===== config.mk =====
export PLATFORM = sky130hd
export DESIGN_NAME = btn_cond
export DESIGN_NICKNAME = d
export VERILOG_FILES = /design/src/rtl/btn_cond.sv
export SDC_FILE = /design/constraint.sdc
export NUM_CORES = 1
export LEC_CHECK = 0
export ABC_CLOCK_PERIOD_IN_PS = 2800
export BUFFER_PORTS_ARGS = -buffer_cell sky130_fd_sc_hd__buf_2
export CORE_ASPECT_RATIO = 0.6
export CORE_UTILIZATION = 55
export CTS_CLUSTER_DIAMETER = 30
export DETAILED_ROUTE_END_ITERATION = 8
export PLACE_DENSITY = 0.74
export REMOVE_ABC_BUFFERS = 1
export SYNTH_ARGS = -nofsm -noshare
export SYNTH_HDL_FRONTEND = slang
export SYNTH_SLANG_ARGS = --single-unit
export TNS_END_PERCENT = 50

===== constraint.sdc =====
create_clock -name CLK -period 2.8 [get_ports CLK]
set_input_delay 0.84 -clock CLK [delete_from_list [all_inputs] [get_ports CLK]]
set_output_delay 0.84 -clock CLK [all_outputs]
set_load 0.03 [all_outputs]

===== src/rtl/btn_cond.sv =====
// Push-button front end: 2-flop synchroniser, tick-sampled debounce, one-cycle press
// pulses, and auto-repeat on ADJUST while the button is held.
module btn_cond #(
    parameter int SAMPLE_DIV = 250000,
    parameter int DEB_CNT    = 4,
    parameter int RPT_DELAY  = 100,
    parameter int RPT_RATE   = 25
) (
    input  logic       CLK,
    input  logic       RST,
    input  logic [2:0] BTN,
    output logic       MODE,
    output logic       SELECT,
    output logic       ADJUST
);
    localparam int PW      = $clog2(SAMPLE_DIV);
    localparam int DW      = $clog2(DEB_CNT + 1);
    localparam int RPT_MAX = (RPT_DELAY > RPT_RATE) ? RPT_DELAY : RPT_RATE;
    localparam int RW      = $clog2(RPT_MAX + 1);

    localparam logic [PW-1:0] DIV_LAST   = PW'(SAMPLE_DIV - 1);
    localparam logic [DW-1:0] DEB_LAST   = DW'(DEB_CNT - 1);
    localparam logic [RW-1:0] DELAY_LAST = RW'(RPT_DELAY - 1);
    localparam logic [RW-1:0] RATE_LAST  = RW'(RPT_RATE - 1);

    typedef enum logic [1:0] {IDLE, HOLD, REPEAT} rpt_state_t;

    logic [2:0]    sync1, sync2;
    logic [PW-1:0] div_cnt;
    logic          tick;
    logic [DW-1:0] deb_cnt [3];
    logic [2:0]    stable;
    logic [2:0]    flip;
    logic [2:0]    rise;
    logic          adj_fall;
    rpt_state_t    state;
    logic [RW-1:0] rpt_cnt;

    // NOTE: sequential state uses non-blocking assignments so every flop samples pre-edge values.
    always_ff @(posedge CLK or posedge RST) begin
        if (RST) begin
            sync1 <= '0;
            sync2 <= '0;
        end else begin
            sync1 <= BTN;
            sync2 <= sync1;
        end
    end

    assign tick = (div_cnt == DIV_LAST);

    always_ff @(posedge CLK or posedge RST) begin
        if (RST) div_cnt <= '0;
        else     div_cnt <= tick ? '0 : div_cnt + 1'b1;
    end

    // A channel's stable level flips on the tick that completes DEB_CNT mismatching samples.
    always_comb begin
        for (int i = 0; i < 3; i++) begin
            flip[i] = tick && (sync2[i] != stable[i]) && (deb_cnt[i] == DEB_LAST);
        end
    end

    assign rise     = flip & ~stable;
    assign adj_fall = flip[2] & stable[2];

    always_ff @(posedge CLK or posedge RST) begin
        if (RST) begin
            stable <= '0;
            for (int i = 0; i < 3; i++) deb_cnt[i] <= '0;
        end else if (tick) begin
            stable <= stable ^ flip;
            for (int i = 0; i < 3; i++) begin
                if ((sync2[i] == stable[i]) || flip[i]) deb_cnt[i] <= '0;
                else                                    deb_cnt[i] <= deb_cnt[i] + 1'b1;
            end
        end
    end

    // Outputs are registered; ADJUST is only ever raised on a rise or a tick, never back to back.
    always_ff @(posedge CLK or posedge RST) begin
        if (RST) begin
            MODE    <= 1'b0;
            SELECT  <= 1'b0;
            ADJUST  <= 1'b0;
            state   <= IDLE;
            rpt_cnt <= '0;
        end else begin
            MODE   <= rise[0];
            SELECT <= rise[1];
            ADJUST <= 1'b0;
            case (state)
                IDLE: begin
                    if (rise[2]) begin
                        ADJUST  <= 1'b1;
                        state   <= HOLD;
                        rpt_cnt <= '0;
                    end
                end
                HOLD: begin
                    if (adj_fall) begin
                        state   <= IDLE;
                        rpt_cnt <= '0;
                    end else if (tick) begin
                        if (rpt_cnt == DELAY_LAST) begin
                            ADJUST  <= 1'b1;
                            state   <= REPEAT;
                            rpt_cnt <= '0;
                        end else begin
                            rpt_cnt <= rpt_cnt + 1'b1;
                        end
                    end
                end
                REPEAT: begin
                    if (adj_fall) begin
                        state   <= IDLE;
                        rpt_cnt <= '0;
                    end else if (tick) begin
                        if (rpt_cnt == RATE_LAST) begin
                            ADJUST  <= 1'b1;
                            rpt_cnt <= '0;
                        end else begin
                            rpt_cnt <= rpt_cnt + 1'b1;
                        end
                    end
                end
                default: begin
                    state   <= IDLE;
                    rpt_cnt <= '0;
                end
            endcase
        end
    end
endmodule

# Word level (Yosys, flattened, before mapping)
# Cells that the tools add are included.
[classes]
add_sub_neg = 5
n_eq_ne = 19
muxes = 26
n_bitwise = 4
reduce_logical = 12
[op_table]
columns = ["operator", "n"]
rows = [
  ["7-bit 2-to-1 mux", 7],
  ["7-bit case mux with 3 select lines", 1],
  ["18-bit by 1-bit adder with 18-bit output, second input constant", 1],
  ["18-bit == test, second input constant", 1],
  ["18-bit 2-to-1 mux", 1],
  ["2-bit 2-to-1 mux", 5],
  ["3-bit by 1-bit adder with 3-bit output, second input constant", 3],
  ["3-bit by 2-bit == test with 1-bit output, second input constant", 3],
  ["3-bit 2-to-1 mux", 3],
  ["3-bit != test, second input constant", 3],
  ["7-bit by 1-bit adder with 7-bit output, second input constant", 1],
  ["7-bit by 5-bit == test with 1-bit output, second input constant", 1],
  ["7-bit == test, second input constant", 1],
  ["1-bit 2-to-1 mux", 7],
  ["1-bit logical AND", 6],
  ["2-bit case mux with 3 select lines", 1],
  ["2-bit != test, second input constant", 2],
  ["4-bit AND reduction", 1],
  ["3-bit bitwise AND", 1],
  ["1-bit == test", 3],
  ["1-bit logical OR", 3],
  ["1-bit != test", 3],
  ["3-bit inverter", 1],
  ["1-bit case mux with 3 select lines", 1],
  ["other kinds (6)", 6],
]
[totals]
register_bits = 48
inputBits = 5
out_inout_bits = 3
elab_cells = 78

# Longest topological paths before layout
# Gate-level depths: netlist of the first run.
[logic_depth]
ltp_word = 6
depth_mapped = 11
ltp_nobuf = 10

# Worst setup path before layout of the first run
# OpenSTA, ideal clock, no wires.
[synth_path]
kind = "register to register"
startpoint = "register div_cnt[6]"
endpoint = "register rpt_cnt[6]"
setup_time_ns = 0.121
t_arrival_ns = 2.701
t_required_ns = 2.679
path_slack_ns = -0.022
path_stages_with_launch = 11
n_path_buf = 0
period_less_slack_ns = 2.822
cell_sequence = "dfrtp_1 nor4b_4 nand2_1 nor4_1 and3_1 ha_1 nand2b_1 o21bai_1 a21oi_1 a221o_1 a22o_1"
[synth_between]
elab_chain_cells = 6
elab_cells_between_ends = 12
classes_between = "eq/ne (4); mux (3); bitwise (2); reduce/logical (3)"
[synth_rtl]
columns = ["element", "line_no", "text"]
rows = [
  ["start: declaration", "29", "logic [PW-1:0] div_cnt;"],
  ["start signal: assignment", "54", "else div_cnt <= tick ? '0 : div_cnt + 1'b1;"],
  ["18-bit == test *", "50", "assign tick = (div_cnt == DIV_LAST);"],
  ["1-bit logical AND (2 in a row)", "60", "flip[i] = tick && (sync2[i] != stable[i]) && (deb_cnt[i] == DEB_LAST);"],
  ["1-bit bitwise AND / 3-bit bitwise AND (equally long branches)", "65, 64", ""],
  ["3-bit != test (no source line), or another cell as far along", "--", ""],
  ["3-bit AND reduction (no source line) / 7-bit case mux with 3 select lines (equally long branches)", "--", ""],
  ["end signal: assignment", "110", "rpt_cnt <= rpt_cnt + 1'b1;"],
  ["end signal: assignment", "123", "rpt_cnt <= rpt_cnt + 1'b1;"],
  ["end: declaration", "37", "logic [RW-1:0] rpt_cnt;"],
]
# Mark *: on every way between the ends. The rest lies on a longest branch, timed or not.
# A chain may end at the register's enable or synchronous reset.

# Final worst setup path of the first run
[layout_path]
startpoint = "register div_cnt[5]"
endpoint = "register rpt_cnt[5]"
# The elaborated chain is that of the path after synthesis.

==> metrics.md, run 1 <==
| Metric | Value |
|---|---|
| Net switching power figure | `255 µW` |
| Post-cts repair resize count | `0` |
| DP HPWL | `3190 µm` |
| Transition at the pin with the smallest max-transition slack | `0.453 ns` |
| Fin crit share | `between 90% and 100%` |
| Final hold vios | `0` |
| Max capacitance violation total | `0` |
| Launching element type of the critical path | `register` |
| Number of nets with antenna violations after routing | `0` |
| List of cells traversed by the critical path | `nor4_4 > nand2_1 > nor4_2 > and3_1 > ha_1 > nand2b_1 > o21bai_1 > a21oi_2 > a221o_1 > a22o_1` |
| Share of flip-flops with an asynchronous set or reset | `100%` |
| Final critical-path required period | `between 2 and 3 ns` |
| Power density normalized to cell area | `418 nW/µm²` |
| H-tree level count | `2` |
| Library cell contributing the largest single delay on the critical path | `sky130_fd_sc_hd__dfrtp_1` |
| Worst reg-to-reg path cell count | `10` |
| Critical Path RT | `3.00 ns` |
| Delay of the slowest cell on the worst path | `0.43 ns` |
| Violation count after the first detailed-route iteration | `96` |
| Global-route wire length before repair | `between 7000 and 8000 µm` |
| Count of vias placed by the detailed router | `roughly 1.7k` |
| Buffers from clock root to sink, at most | `2` |
| IO buf count | `7` |
| Most instantiated flip-flop cell in the synthesis netlist | `sky130_fd_sc_hd__dfrtp_1` |
| Part of the power in combinational logic | `1.9%` |
| Number of placement rows | `18` |
| Die Span Y | `53.9 µm` |
| Fraction of synthesized cell area in xor and xnor cells | `6.39%` |
| Worst min path class | `reg2reg` |
| Clock network power share | `37.7%` |
| Share of total power consumed by net switching | `22.0%` |
| End of the worst register-to-register path | `rpt_cnt[5]` |
| Number of warnings issued by yosys | `0` |
| Vias in the first global route | `1526` |
| Synthesized area per cell | `10.6 µm²` |
| Internal cell power | `902 µW` |
| Number of search-and-repair iterations in the first detailed-routing pass | `4` |
| Worst-case hold path end point | `sync2[1]` |
| Standby leakage power | `1.35 nW` |
| Arithmetic-cell share of the synthesized area counting full adders, half adders and majority gates | `9.12%` |
| Cell count after synthesis | `232` |
| Worst Setup Slack post-DPL | `0.100 ns` |
| CP endpoint kind | `register` |
| Simple-Gate Fraction of Synth Area | `21.8%` |
| Slew margin rel. | `69.5%` |
| Boundary Pins | `8` |
| Antenna diode instance count | `0` |
| Total CTS buffers | `5` |
| Crit path setup slack, layout | `around 0.27 ns` |
| Layout cell share with drive strength beyond 1 | `16.5%` |
| Insertion delay to the later sink of the worst-skew pair | `0.30 ns` |
| Count of fill cells added during filler insertion | `325` |
| FF/Latch Area | `1200 µm²` |
| Synthesized flop and latch total | `48` |
| EDFF count, synth | `0` |
| Largest family of logic cells by synthesized area | `simple AND/OR/NAND/NOR gates` |
| Clock slew at the register clock pins of the worst setup and hold paths | `~0.090 ns` |
| Root buf cell | `sky130_fd_sc_hd__clkbuf_8` |
| Fraction of the yosys area taken by sequential cells | `48.7%` |
| Overall fraction of global-route tracks in use | `21.1%` |
| Setup repair after global routing missed its margin | `false` |
| Effective utilization at floorplan | `58.6%` |
| Die outline area | `about 4800 µm²` |
| Worst setup slack for register-to-register paths | `0.27 ns` |
| Post-CTS setup buffer count | `0` |
| Worst r2r src | `div_cnt[5]` |
| Count of nets after finishing | `between 200 and 300` |
| Sink Count | `48` |
| Overflow after GRT | `0` |
| Pin count of the biggest net entering global routing | `21` |
| Complex-gate fraction of the synthesized area | `9.38%` |
| Top fanout value on the critical path | `6` |
| Post-synth design cell area | `2470 µm²` |
| Number of antenna violations at the first check in global routing | `0` |
| Max-slew violations | `0` |
| Hold buffer count at CTS | `0` |
| Area growth from synthesis to final layout | `12.0%` |
| Max Clock Freq | `395 MHz` |
| Number of library cell types mapped by synthesis | `44` |
| Fraction of synthesized area in multiplexers | `1.72%` |
| Final clock skew | `0.00391 ns` |
| Routed via count divided by cell count | `5.44` |
| Final Setup Violations | `0` |
| Remaining DRCs | `0` |
| Result of the run | `finished, final reports clean` |
| Area of combinational cells with multiple inputs | `1210 µm²` |
| Total detailed-routing wirelength | `4360 µm` |
| Die width | `88.5 µm` |
| Peak VDD IR | `277 µV` |
| Worst Min Path Start | `sync1[1]` |
| CP top delay family | `simple AND/OR/NAND/NOR gates` |
| Worst Hold Path Cells | `0` |
| CP Class | `reg2reg` |
| Placer's final routability congestion estimate | `0.816` |
| Detailed-route wire length per cell | `13.8 µm` |
| Critical Path AT | `2.73 ns` |
| CTS tree | `yes` |
| Crit path buffers/inverters | `0` |
| Final TNS setup | `0 ns` |
| Fraction of power consumed by sequential logic | `around three fifths` |
| Core area | `between 4000 and 5000 µm²` |
-- area by class of cell --
cell class                 instances  area share (%)
multi-input combinational        165            43.6
sequential                        48            43.4
timing repair buffer              20            4.80
clock buffer                       6            2.99
tap                               60            2.71
inverter                          14            1.90
clock inverter                     2           0.543
-- worst max-delay path by stage --
stage                           from    endpoint  slack, ns  cells past startpoint
final                     div_cnt[5]  rpt_cnt[5]       0.27                     10
after global routing      div_cnt[5]  rpt_cnt[6]       0.06                     10
after CTS                 div_cnt[5]  rpt_cnt[6]       0.07                     10
after detailed placement  div_cnt[5]  rpt_cnt[5]       0.10                     10
after global placement    div_cnt[5]  rpt_cnt[6]       0.14                     10
after floorplan           div_cnt[6]  rpt_cnt[6]      -0.02                     10
-- synthesized netlist by cell type, types with 2 or more instances --
cell / instances / area share (%)
sky130_fd_sc_hd__dfrtp_1: 48 / 49
sky130_fd_sc_hd__nor2_1: 20 / 3.0
sky130_fd_sc_hd__ha_1: 18 / 9.1
sky130_fd_sc_hd__nand2_1: 18 / 2.7
sky130_fd_sc_hd__inv_1: 14 / 2.1
sky130_fd_sc_hd__xor2_1: 11 / 3.9
sky130_fd_sc_hd__nand3_1: 10 / 2.0
sky130_fd_sc_hd__o21ai_0: 8 / 1.6
sky130_fd_sc_hd__xnor2_1: 7 / 2.5
sky130_fd_sc_hd__nand4_1: 6 / 1.5
sky130_fd_sc_hd__and3_1: 5 / 1.3
sky130_fd_sc_hd__clkbuf_1: 5 / 0.76
sky130_fd_sc_hd__nand2b_1: 5 / 1.3
sky130_fd_sc_hd__nor3_1: 5 / 1.0
sky130_fd_sc_hd__a22o_1: 4 / 1.4
sky130_fd_sc_hd__and2_1: 4 / 1.0
sky130_fd_sc_hd__nand4b_1: 4 / 1.4
sky130_fd_sc_hd__a21o_1: 3 / 0.91
sky130_fd_sc_hd__a221o_1: 3 / 1.2
sky130_fd_sc_hd__or2_2: 3 / 0.76
sky130_fd_sc_hd__or3_1: 3 / 0.76
sky130_fd_sc_hd__mux2_2: 2 / 0.91
sky130_fd_sc_hd__mux2i_1: 2 / 0.81
sky130_fd_sc_hd__nor2b_1: 2 / 0.51
sky130_fd_sc_hd__o211a_1: 2 / 0.81
sky130_fd_sc_hd__o21bai_1: 2 / 0.61
-- per-layer routing --
| layer | vias to the layer above | track usage (%) | routed length, µm |
|---|---|---|---|
| met3 | 7 | 5.06 | 177 |
| li1 | 858 | - | - |
| met4 | 0 | 8.33 | 59 |
| met5 | - | 0 | 0 |
| met2 | 34 | 28.5 | 1730 |
| met1 | 814 | 32.3 | 2390 |
-- kinds of logic (layout without fill, tap and decap cells) --
group,after synthesis,after routing
adder cells (fa/ha/maj),18,18
XOR/XNOR,18,18
AND/OR/NAND/NOR,95,95
buffers and inverters,19,42
flip-flops,48,48
multiplexers,4,4
AO/OA/AOI/OAI,30,30
-- cell usage in the layout, fill, tap and decap left out, types with 7 or more instances in the layout --
cell / Yosys / final
sky130_fd_sc_hd__buf_2: 0 / 7
sky130_fd_sc_hd__nand3_1: 10 / 10
sky130_fd_sc_hd__nor2_1: 20 / 20
sky130_fd_sc_hd__nand2_1: 18 / 18
sky130_fd_sc_hd__xnor2_1: 7 / 7
sky130_fd_sc_hd__o21ai_0: 8 / 8
sky130_fd_sc_hd__buf_4: 0 / 13
sky130_fd_sc_hd__inv_1: 14 / 13
sky130_fd_sc_hd__ha_1: 18 / 18
sky130_fd_sc_hd__dfrtp_1: 48 / 48
sky130_fd_sc_hd__xor2_1: 11 / 11
-- power groups by stage --
stage               Combinational [mW]  Sequential (mW)  Clock (mW)
floorplan                       0.0134            0.712           0
global placement                0.0227            0.712           0
detailed placement              0.0229            0.712           0
CTS                             0.0230            0.699       0.450
global route                    0.0260            0.699       0.478
finish                          0.0220            0.699       0.436
-- registers in the layout, indices dropped and copies added (netlist names), 2 cells and up --
| register | flops |
|---|---|
| rpt_cnt | 7 |
| stable | 3 |
| deb_cnt | 9 |
| sync1 | 3 |
| div_cnt | 18 |
| sync2 | 3 |
| state | 2 |
-- metrics by stage --
step	total power [mW]	instances	cell area [µm²]	hold WS, ns	util [%]
finish	1.16	315	2770	0.361	65.7
global route	1.20	315	2770	0.364	65.7
CTS	1.17	315	2760	0.363	65.4
detailed placement	0.735	307	2660	0.342	63.1
global placement	0.735	307	2660	0.332	63.1
floorplan	0.725	227	2450	0.331	-
Note: power is estimated with default switching activity, not from simulation.
==> inputs of run 2 (changes only) <==
--- a/config.mk
+++ b/config.mk
@@ -5,13 +5,13 @@
 export SDC_FILE = /design/constraint.sdc
 export NUM_CORES = 1
 export LEC_CHECK = 0
-export ABC_CLOCK_PERIOD_IN_PS = 2800
+export ABC_CLOCK_PERIOD_IN_PS = 3100
 export BUFFER_PORTS_ARGS = -buffer_cell sky130_fd_sc_hd__buf_2
 export CORE_ASPECT_RATIO = 0.6
-export CORE_UTILIZATION = 55
+export CORE_UTILIZATION = 60
 export CTS_CLUSTER_DIAMETER = 30
 export DETAILED_ROUTE_END_ITERATION = 8
-export PLACE_DENSITY = 0.74
+export PLACE_DENSITY = 0.76
 export REMOVE_ABC_BUFFERS = 1
 export SYNTH_ARGS = -nofsm -noshare
 export SYNTH_HDL_FRONTEND = slang
==> constraint.sdc (replaced) <==
create_clock -name CLK -period 3.1 [get_ports CLK]
set_input_delay 0.93 -clock CLK [delete_from_list [all_inputs] [get_ports CLK]]
set_output_delay 0.93 -clock CLK [all_outputs]
set_load 0.03 [all_outputs]
==> run 2 against run 1 <==
Largest cell class unchanged. Largest power group unchanged. Flip-flop and latch count is the same. Global-route usage grew 4.5 points. Die area shrank 8.1%. Combinational power shrank 15%. Register-to-register slack is essentially flat. Clock skew grew 0.0020 ns. Routed wire length grew 8.3%.
==> metrics.md, run 2 (same netlist as run 1, synthesis figures left out) <==
| Metric | Value |
|---|---|
| Flip-flop count of the largest register after layout | `18 (unchanged)` |
| Root buf cell | `sky130_fd_sc_hd__clkbuf_8 (unchanged)` |
| CP Class | `reg2reg (unchanged)` |
| Worst reg-to-reg path cell count | `10 (unchanged)` |
| Post-cts repair resize count | `0 (unchanged)` |
| Register name with the most flops | `div_cnt (unchanged)` |
| Slew margin rel. | `60.9% (was 69.5%)` |
| Launching element type of the critical path | `register (unchanged)` |
| Total CTS buffers | `5 (unchanged)` |
| Number of nets with antenna violations after routing | `0 (unchanged)` |
| Die outline area | `4380 µm² (was 4770 µm²)` |
| Commonest cells after routing, fill and taps aside | `sky130_fd_sc_hd__dfrtp_1 (48), sky130_fd_sc_hd__nor2_1 (20), sky130_fd_sc_hd__nand2_1 (18), sky130_fd_sc_hd__ha_1 (18), sky130_fd_sc_hd__inv_1 (13) (was sky130_fd_sc_hd__dfrtp_1 (48), sky130_fd_sc_hd__nor2_1 (20), sky130_fd_sc_hd__nand2_1 (18), sky130_fd_sc_hd__ha_1 (18))` |
| Final clock skew | `0.00588 ns (was 0.00391 ns)` |
| Power density normalized to cell area | `459 nW/µm² (was 418 nW/µm²)` |
| Layout cell share with drive strength beyond 1 | `13.4% (was 16.5%)` |
| Sink Count | `48 (unchanged)` |
| Count of vias placed by the detailed router | `1789 (was 1713)` |
| Post-Route Utilization | `72.3% (was 65.7%)` |
| H-tree level count | `2 (unchanged)` |
| Setup repair after global routing missed its margin | `false (unchanged)` |
| Area growth from synthesis to final layout | `11.5% (was 12.0%)` |
| Transition at the pin with the smallest max-transition slack | `0.586 ns (was 0.453 ns)` |
| Final hold vios | `0 (unchanged)` |
| Final TNS setup | `0 ns (unchanged)` |
| Crit-path most repeated cell | `sky130_fd_sc_hd__nor4_4` |
| Peak VDD IR | `303 µV (was 277 µV)` |
| End of the worst register-to-register path | `rpt_cnt[5] (unchanged)` |
| Clock slew at the register clock pins of the worst setup and hold paths | `0.09 ns (about the same)` |
| Overall fraction of global-route tracks in use | `25.6% (was 21.1%)` |
| Pin count of the biggest net entering global routing | `49 (was 21)` |
| Overflow after GRT | `0 (unchanged)` |
| Number of antenna violations at the first check in global routing | `0 (unchanged)` |
| Max-slew violations | `0 (unchanged)` |
| Fin crit share | `91.9% (was 90.5%)` |
| Core area | `3810 µm² (was 4210 µm²)` |
| Count of nets after finishing | `268 (was 277)` |
| Detailed-route wire length per cell | `16.1 µm (was 13.8 µm)` |
| Max Clock Freq | `351 MHz (was 395 MHz)` |
| Worst Hold Path Cells | `0 (unchanged)` |
| Violation count after the first detailed-route iteration | `118 (was 96)` |
| Worst Min Path Start | `sync1[1] (unchanged)` |
| Routed via count divided by cell count | `6.11 (was 5.44)` |
| Placer's final routability congestion estimate | `0.892 (was 0.816)` |
| Vias in the first global route | `1756 (was 1526)` |
| Remaining DRCs | `0 (unchanged)` |
| Standby leakage power | `1.35 nW (about the same)` |
| List of cells traversed by the critical path | `nor4_4 > nand2_1 > nor4_4 > and3_1 > ha_1 > nand2b_1 > o21bai_1 > a21oi_2 > a221o_1 > a22o_1 (was nor4_4 > nand2_1 > nor4_2 > and3_1 > ha_1 > nand2b_1 > o21bai_1 > a21oi_2 > a221o_1 > a22o_1)` |
| CP endpoint kind | `register (unchanged)` |
| Number of placement rows | `17 (was 18)` |
| Number of search-and-repair iterations in the first detailed-routing pass | `4 (unchanged)` |
| Library cell contributing the largest single delay on the critical path | `sky130_fd_sc_hd__dfrtp_1 (unchanged)` |
| Max capacitance violation total | `0 (unchanged)` |
| Result of the run | `finished, final reports clean (unchanged)` |
| Global-route wire length before repair | `8270 µm (was 7250 µm)` |
| Post-CTS setup buffer count | `0 (unchanged)` |
| Total detailed-routing wirelength | `4720 µm (was 4360 µm)` |
| Final Setup Violations | `0 (unchanged)` |
| DP HPWL | `3450 µm (was 3190 µm)` |
| CTS tree | `yes (unchanged)` |
| Largest registers ranked by flip-flop count | `div_cnt x18, deb_cnt x9, rpt_cnt x7 (unchanged)` |
| Final critical-path required period | `2.85 ns (was 2.53 ns)` |
| IO buf count | `7 (unchanged)` |
| Die width | `84.8 µm (was 88.5 µm)` |
| Critical Path AT | `3.04 ns (was 2.73 ns)` |
| Top fanout value on the critical path | `6 (unchanged)` |
| Most common library cell in the layout ignoring fill and taps | `sky130_fd_sc_hd__dfrtp_1 (unchanged)` |
| Worst setup slack for register-to-register paths | `0.25 ns (was 0.27 ns)` |
| Insertion delay to the later sink of the worst-skew pair | `0.30 ns (about the same)` |
| Worst r2r src | `div_cnt[9] (was div_cnt[5])` |
| Critical Path RT | `3.30 ns (was 3.00 ns)` |
| Delay of the slowest cell on the worst path | `0.46 ns (was 0.43 ns)` |
| Die Span Y | `51.7 µm (was 53.9 µm)` |
| Hold buffer count at CTS | `0 (unchanged)` |
| Effective utilization at floorplan | `64.8% (was 58.6%)` |
| Worst min path class | `reg2reg (unchanged)` |
| Antenna diode instance count | `0 (unchanged)` |
| Worst-case hold path end point | `sync2[1] (unchanged)` |
| Buffers from clock root to sink, at most | `2 (unchanged)` |
| Boundary Pins | `8 (unchanged)` |
-- run 2: critical path: cells and delay by family (launching register included) --
kind / cells / cell delay [ns]
and+or+nand+nor: 5 / 1.21
DFF: 1 / 0.46
AOI/OAI and AO/OA: 4 / 0.85
adders and majority gates: 1 / 0.23
-- run 2: worst max path at each step --
stage / startpoint / to / slack (ns)
after floorplan: div_cnt[6] / rpt_cnt[6] / 0.28
after global placement: div_cnt[9] / rpt_cnt[4] / 0.30
after detailed placement: div_cnt[9] / rpt_cnt[5] / 0.11
after CTS: div_cnt[9] / rpt_cnt[5] / 0.11
after global routing: div_cnt[5] / rpt_cnt[6] / 0.06
final: div_cnt[9] / rpt_cnt[5] / 0.25
-- run 2: layer usage --
metal	wire length, µm	share of wire (%)	track usage, %
met5	0	0	0
met3	258	5.5	6.35
met1	2250	48	35.0
met2	2160	46	41.5
met4	45	0.95	7.06
-- run 2: area by class of cell --
class                   count  area [µm²]
inverters                  14        52.6
repair buffers             11        65.1
clock buffers               5        68.8
well taps                  47        58.8
multi-input cells         165        1210
clock inverters             3        90.1
flip-flops and latches     48        1200
fillers                   269        1060
-- run 2: through the flow --
step / total power, mW / hold WS, ns / setup slack (ns) / area, µm² / std cells
after global placement: 0.662 / 0.339 / 0.304 / 2570 / 285
after CTS: 1.27 / 0.366 / 0.112 / 2730 / 293
after detailed placement: 0.663 / 0.344 / 0.112 / 2570 / 285
after floorplan: 0.655 / 0.331 / 0.278 / 2450 / 227
after global routing: 1.29 / 0.370 / 0.0594 / 2750 / 293
final: 1.26 / 0.363 / 0.252 / 2750 / 293
-- run 2: power breakdown --
part	switching (mW)	internal (mW)
Combinational	0.0147	0.00394
Sequential	0.00146	0.629
Clock	0.211	0.403
Total	0.227	1.04
==> inputs of run 3 (changes only) <==
--- a/config.mk
+++ b/config.mk
@@ -5,13 +5,14 @@
 export SDC_FILE = /design/constraint.sdc
 export NUM_CORES = 1
 export LEC_CHECK = 0
-export ABC_CLOCK_PERIOD_IN_PS = 3100
+export ABC_CLOCK_PERIOD_IN_PS = 2620
 export BUFFER_PORTS_ARGS = -buffer_cell sky130_fd_sc_hd__buf_2
 export CORE_ASPECT_RATIO = 0.6
-export CORE_UTILIZATION = 60
+export CORE_UTILIZATION = 55
 export CTS_CLUSTER_DIAMETER = 30
 export DETAILED_ROUTE_END_ITERATION = 8
-export PLACE_DENSITY = 0.76
+export PLACE_DENSITY = 0.74
+export RECOVER_POWER = 100
 export REMOVE_ABC_BUFFERS = 1
 export SYNTH_ARGS = -nofsm -noshare
 export SYNTH_HDL_FRONTEND = slang
==> constraint.sdc (replaced) <==
create_clock -name CLK -period 2.62 [get_ports CLK]
set_input_delay 0.786 -clock CLK [delete_from_list [all_inputs] [get_ports CLK]]
set_output_delay 0.786 -clock CLK [all_outputs]
set_load 0.03 [all_outputs]
==> run 3 against run 2 <==
Cell count increased by 11%. Clock power about the same. Combinational power increased by 15%. Total power increased by 9.6%. Utilization decreased by 4.1 points. Cell area increased by 4.3%. Critical path depth increased by 1. Critical path type unchanged. Flip-flop and latch count unchanged.
==> metrics.md, run 3 (same netlist as run 1, synthesis figures left out) <==
| Metric | Value |
|---|---|
| Overflow after GRT | `0 (unchanged)` |
| Hold buffer count at CTS | `0 (unchanged)` |
| Fin crit share | `96.2% (was 91.9%)` |
| Largest registers ranked by flip-flop count | `div_cnt x18, deb_cnt x9, rpt_cnt x7 (unchanged)` |
| Layout cell share with drive strength beyond 1 | `18.1% (was 13.4%)` |
| Total detailed-routing wirelength | `4640 µm (was 4720 µm)` |
| Overall fraction of global-route tracks in use | `22.0% (was 25.6%)` |
| Die Span Y | `53.9 µm (was 51.7 µm)` |
| Part of the power in combinational logic | `1.5% (about the same)` |
| Boundary Pins | `8 (unchanged)` |
| Post-Layout Inst Area | `2870 µm² (was 2750 µm²)` |
| Top fanout value on the critical path | `3 (was 6)` |
| Slew margin rel. | `45.3% (was 60.9%)` |
| Root buf cell | `sky130_fd_sc_hd__clkbuf_8 (unchanged)` |
| Commonest cells after routing, fill and taps aside | `sky130_fd_sc_hd__dfrtp_1 (47), sky130_fd_sc_hd__buf_4 (21), sky130_fd_sc_hd__nor2_1 (20) (was sky130_fd_sc_hd__dfrtp_1 (48), sky130_fd_sc_hd__nor2_1 (20), sky130_fd_sc_hd__nand2_1 (18), sky130_fd_sc_hd__ha_1 (18), sky130_fd_sc_hd__inv_1 (13))` |
| Standby leakage power | `1.40 nW (was 1.35 nW)` |
| Insertion delay to the later sink of the worst-skew pair | `0.30 ns (about the same)` |
| Number of nets with antenna violations after routing | `0 (unchanged)` |
| Pin count of the biggest net entering global routing | `28 (was 49)` |
| Area of placed instances | `2720 µm² (was 2570 µm²)` |
| Launching element type of the critical path | `register (unchanged)` |
| Global-route wire length before repair | `7680 µm (was 8270 µm)` |
| Number of search-and-repair iterations in the first detailed-routing pass | `5 (was 4)` |
| CP endpoint kind | `register (unchanged)` |
| Flip-flop count of the largest register after layout | `18 (unchanged)` |
| Power consumption | `1.39 mW (was 1.26 mW)` |
| Placer's final routability congestion estimate | `0.888 (was 0.892)` |
| Number of placement rows | `18 (was 17)` |
| Clock network power share | `44.6% (was 48.6%)` |
| Die width | `88.5 µm (was 84.8 µm)` |
| Critical Path RT | `2.81 ns (was 3.30 ns)` |
| Remaining DRCs | `0 (unchanged)` |
| Final hold vios | `0 (unchanged)` |
| Share of total power consumed by net switching | `18.8% (was 18.0%)` |
| Die outline area | `4770 µm² (was 4380 µm²)` |
| Final Setup Violations | `0 (unchanged)` |
| Antenna diode instance count | `0 (unchanged)` |
| Count of nets after finishing | `288 (was 268)` |
| Internal cell power | `1.12 mW (was 1.04 mW)` |
| Effective utilization at floorplan | `58.6% (was 64.8%)` |
| Count of fill cells added during filler insertion | `337 (was 269)` |
| Max Clock Freq | `397 MHz (was 351 MHz)` |
| Area of combinational cells with multiple inputs | `1210 µm² (about the same)` |
| Worst min path class | `reg2reg (unchanged)` |
| Clock slew at the register clock pins of the worst setup and hold paths | `0.09 ns (about the same)` |
| Critical Path AT | `2.71 ns (was 3.04 ns)` |
| Vias in the first global route | `1626 (was 1756)` |
| FF/Latch Area | `1200 µm² (about the same)` |
| IO buf count | `7 (unchanged)` |
| Sink Count | `48 (unchanged)` |
| Peak VDD IR | `349 µV (was 303 µV)` |
| CTS tree | `yes (unchanged)` |
| Register name with the most flops | `div_cnt (unchanged)` |
| Number of antenna violations at the first check in global routing | `0 (unchanged)` |
| Count of vias placed by the detailed router | `1752 (was 1789)` |
| DP HPWL | `3270 µm (was 3450 µm)` |
| Most common library cell in the layout ignoring fill and taps | `sky130_fd_sc_hd__dfrtp_1 (unchanged)` |
| Core area | `4210 µm² (was 3810 µm²)` |
| Total CTS buffers | `5 (unchanged)` |
| Final critical-path required period | `2.52 ns (was 2.85 ns)` |
| Buffers from clock root to sink, at most | `2 (unchanged)` |
| Detailed-route wire length per cell | `14.3 µm (was 16.1 µm)` |
| Final clock skew | `0.00761 ns (was 0.00588 ns)` |
| Transition at the pin with the smallest max-transition slack | `0.819 ns (was 0.586 ns)` |
| CP Class | `reg2reg (unchanged)` |
| Area growth from synthesis to final layout | `16.3% (was 11.5%)` |
| Fraction of power consumed by sequential logic | `53.9% (was 49.9%)` |
| Net switching power figure | `261 µW (was 227 µW)` |
| Max-slew violations | `0 (unchanged)` |
| H-tree level count | `2 (unchanged)` |
| Result of the run | `finished, final reports clean (unchanged)` |
| Max capacitance violation total | `0 (unchanged)` |
| Routed via count divided by cell count | `5.39 (was 6.11)` |
| Setup repair after global routing missed its margin | `true (was false)` |
| Violation count after the first detailed-route iteration | `96 (was 118)` |
| Power density normalized to cell area | `483 nW/µm² (was 459 nW/µm²)` |
==> run 3: worst max-delay path, stage by stage, from the launching register on <==
cell                       delay, ns
sky130_fd_sc_hd__dfrtp_1        0.42
sky130_fd_sc_hd__nor4b_4        0.32
sky130_fd_sc_hd__nand2_1        0.12
sky130_fd_sc_hd__nor4_2         0.18
sky130_fd_sc_hd__and3_1         0.23
sky130_fd_sc_hd__buf_4          0.12
sky130_fd_sc_hd__buf_4          0.10
sky130_fd_sc_hd__ha_1           0.17
sky130_fd_sc_hd__or2b_1         0.15
sky130_fd_sc_hd__nand3_1        0.11
sky130_fd_sc_hd__o21bai_1       0.21
sky130_fd_sc_hd__mux2_2         0.29
==> run 3: final cells by class <==
| cell class | count | share of cell area [%] |
|---|---|---|
| Multi-Input combinational cell | 165 | 42.2 |
| Tap cell | 60 | 2.62 |
| Sequential cell | 48 | 41.9 |
| Clock buffer | 5 | 2.40 |
| Inverter | 14 | 1.83 |
| Clock inverter | 2 | 2.09 |
| Timing Repair Buffer | 31 | 7.02 |
==> run 3: path summary, 6_finish.rpt <==
kind	slack, ns	depth (start not counted)	endpoint	from
max	0.1	11	state[0]	div_cnt[6]
min reg2reg	0.35	0	sync2[2]	sync1[2]
min	0.35	0	sync2[2]	sync1[2]
max reg2reg	0.1	11	state[0]	div_cnt[6]
max in group asynchronous	0.86	3	deb_cnt[8]	RST
min in group asynchronous	0.63	2	div_cnt[10]	RST
==> run 3: metrics by stage <==
step,std cells,utilization (%),setup TNS (ns),worst slack [ns],hold WS [ns]
after floorplan,227,-,-0.997,-0.202,0.331
after global placement,313,64.5,-0.0671,-0.0195,0.333
after detailed placement,313,64.5,-0.300,-0.0779,0.335
after CTS,320,67.8,0,0.110,0.355
after global routing,325,68.2,-0.0230,-0.0116,0.365
final,325,68.2,0,0.0990,0.355
==> run 3: power by group through the flow <==
stage	logic [mW]	registers, mW	clock network (mW)
finish	0.0213	0.746	0.617
global route	0.0259	0.747	0.663
CTS	0.0259	0.747	0.630
detailed placement	0.0257	0.761	0
global placement	0.0254	0.761	0
floorplan	0.0143	0.761	0
==> run 3: routing by layer <==
| metal | vias to the layer above | part of all wire (%) | global-route usage, % |
|---|---|---|---|
| li1 | 872 | - | - |
| met1 | 827 | 52 | 33.0 |
| met2 | 49 | 42 | 31.9 |
| met3 | 4 | 5.5 | 4.75 |
| met4 | 0 | 0.43 | 5.91 |
| met5 | - | 0 | 0 |
==> run 3: what timing repair did <==
item | CTS | global route
gates resized for setup | 3 | 2
setup endpoints to repair | 5 | 6
setup buffers | 0 | 5
pin swaps | 2 | 2
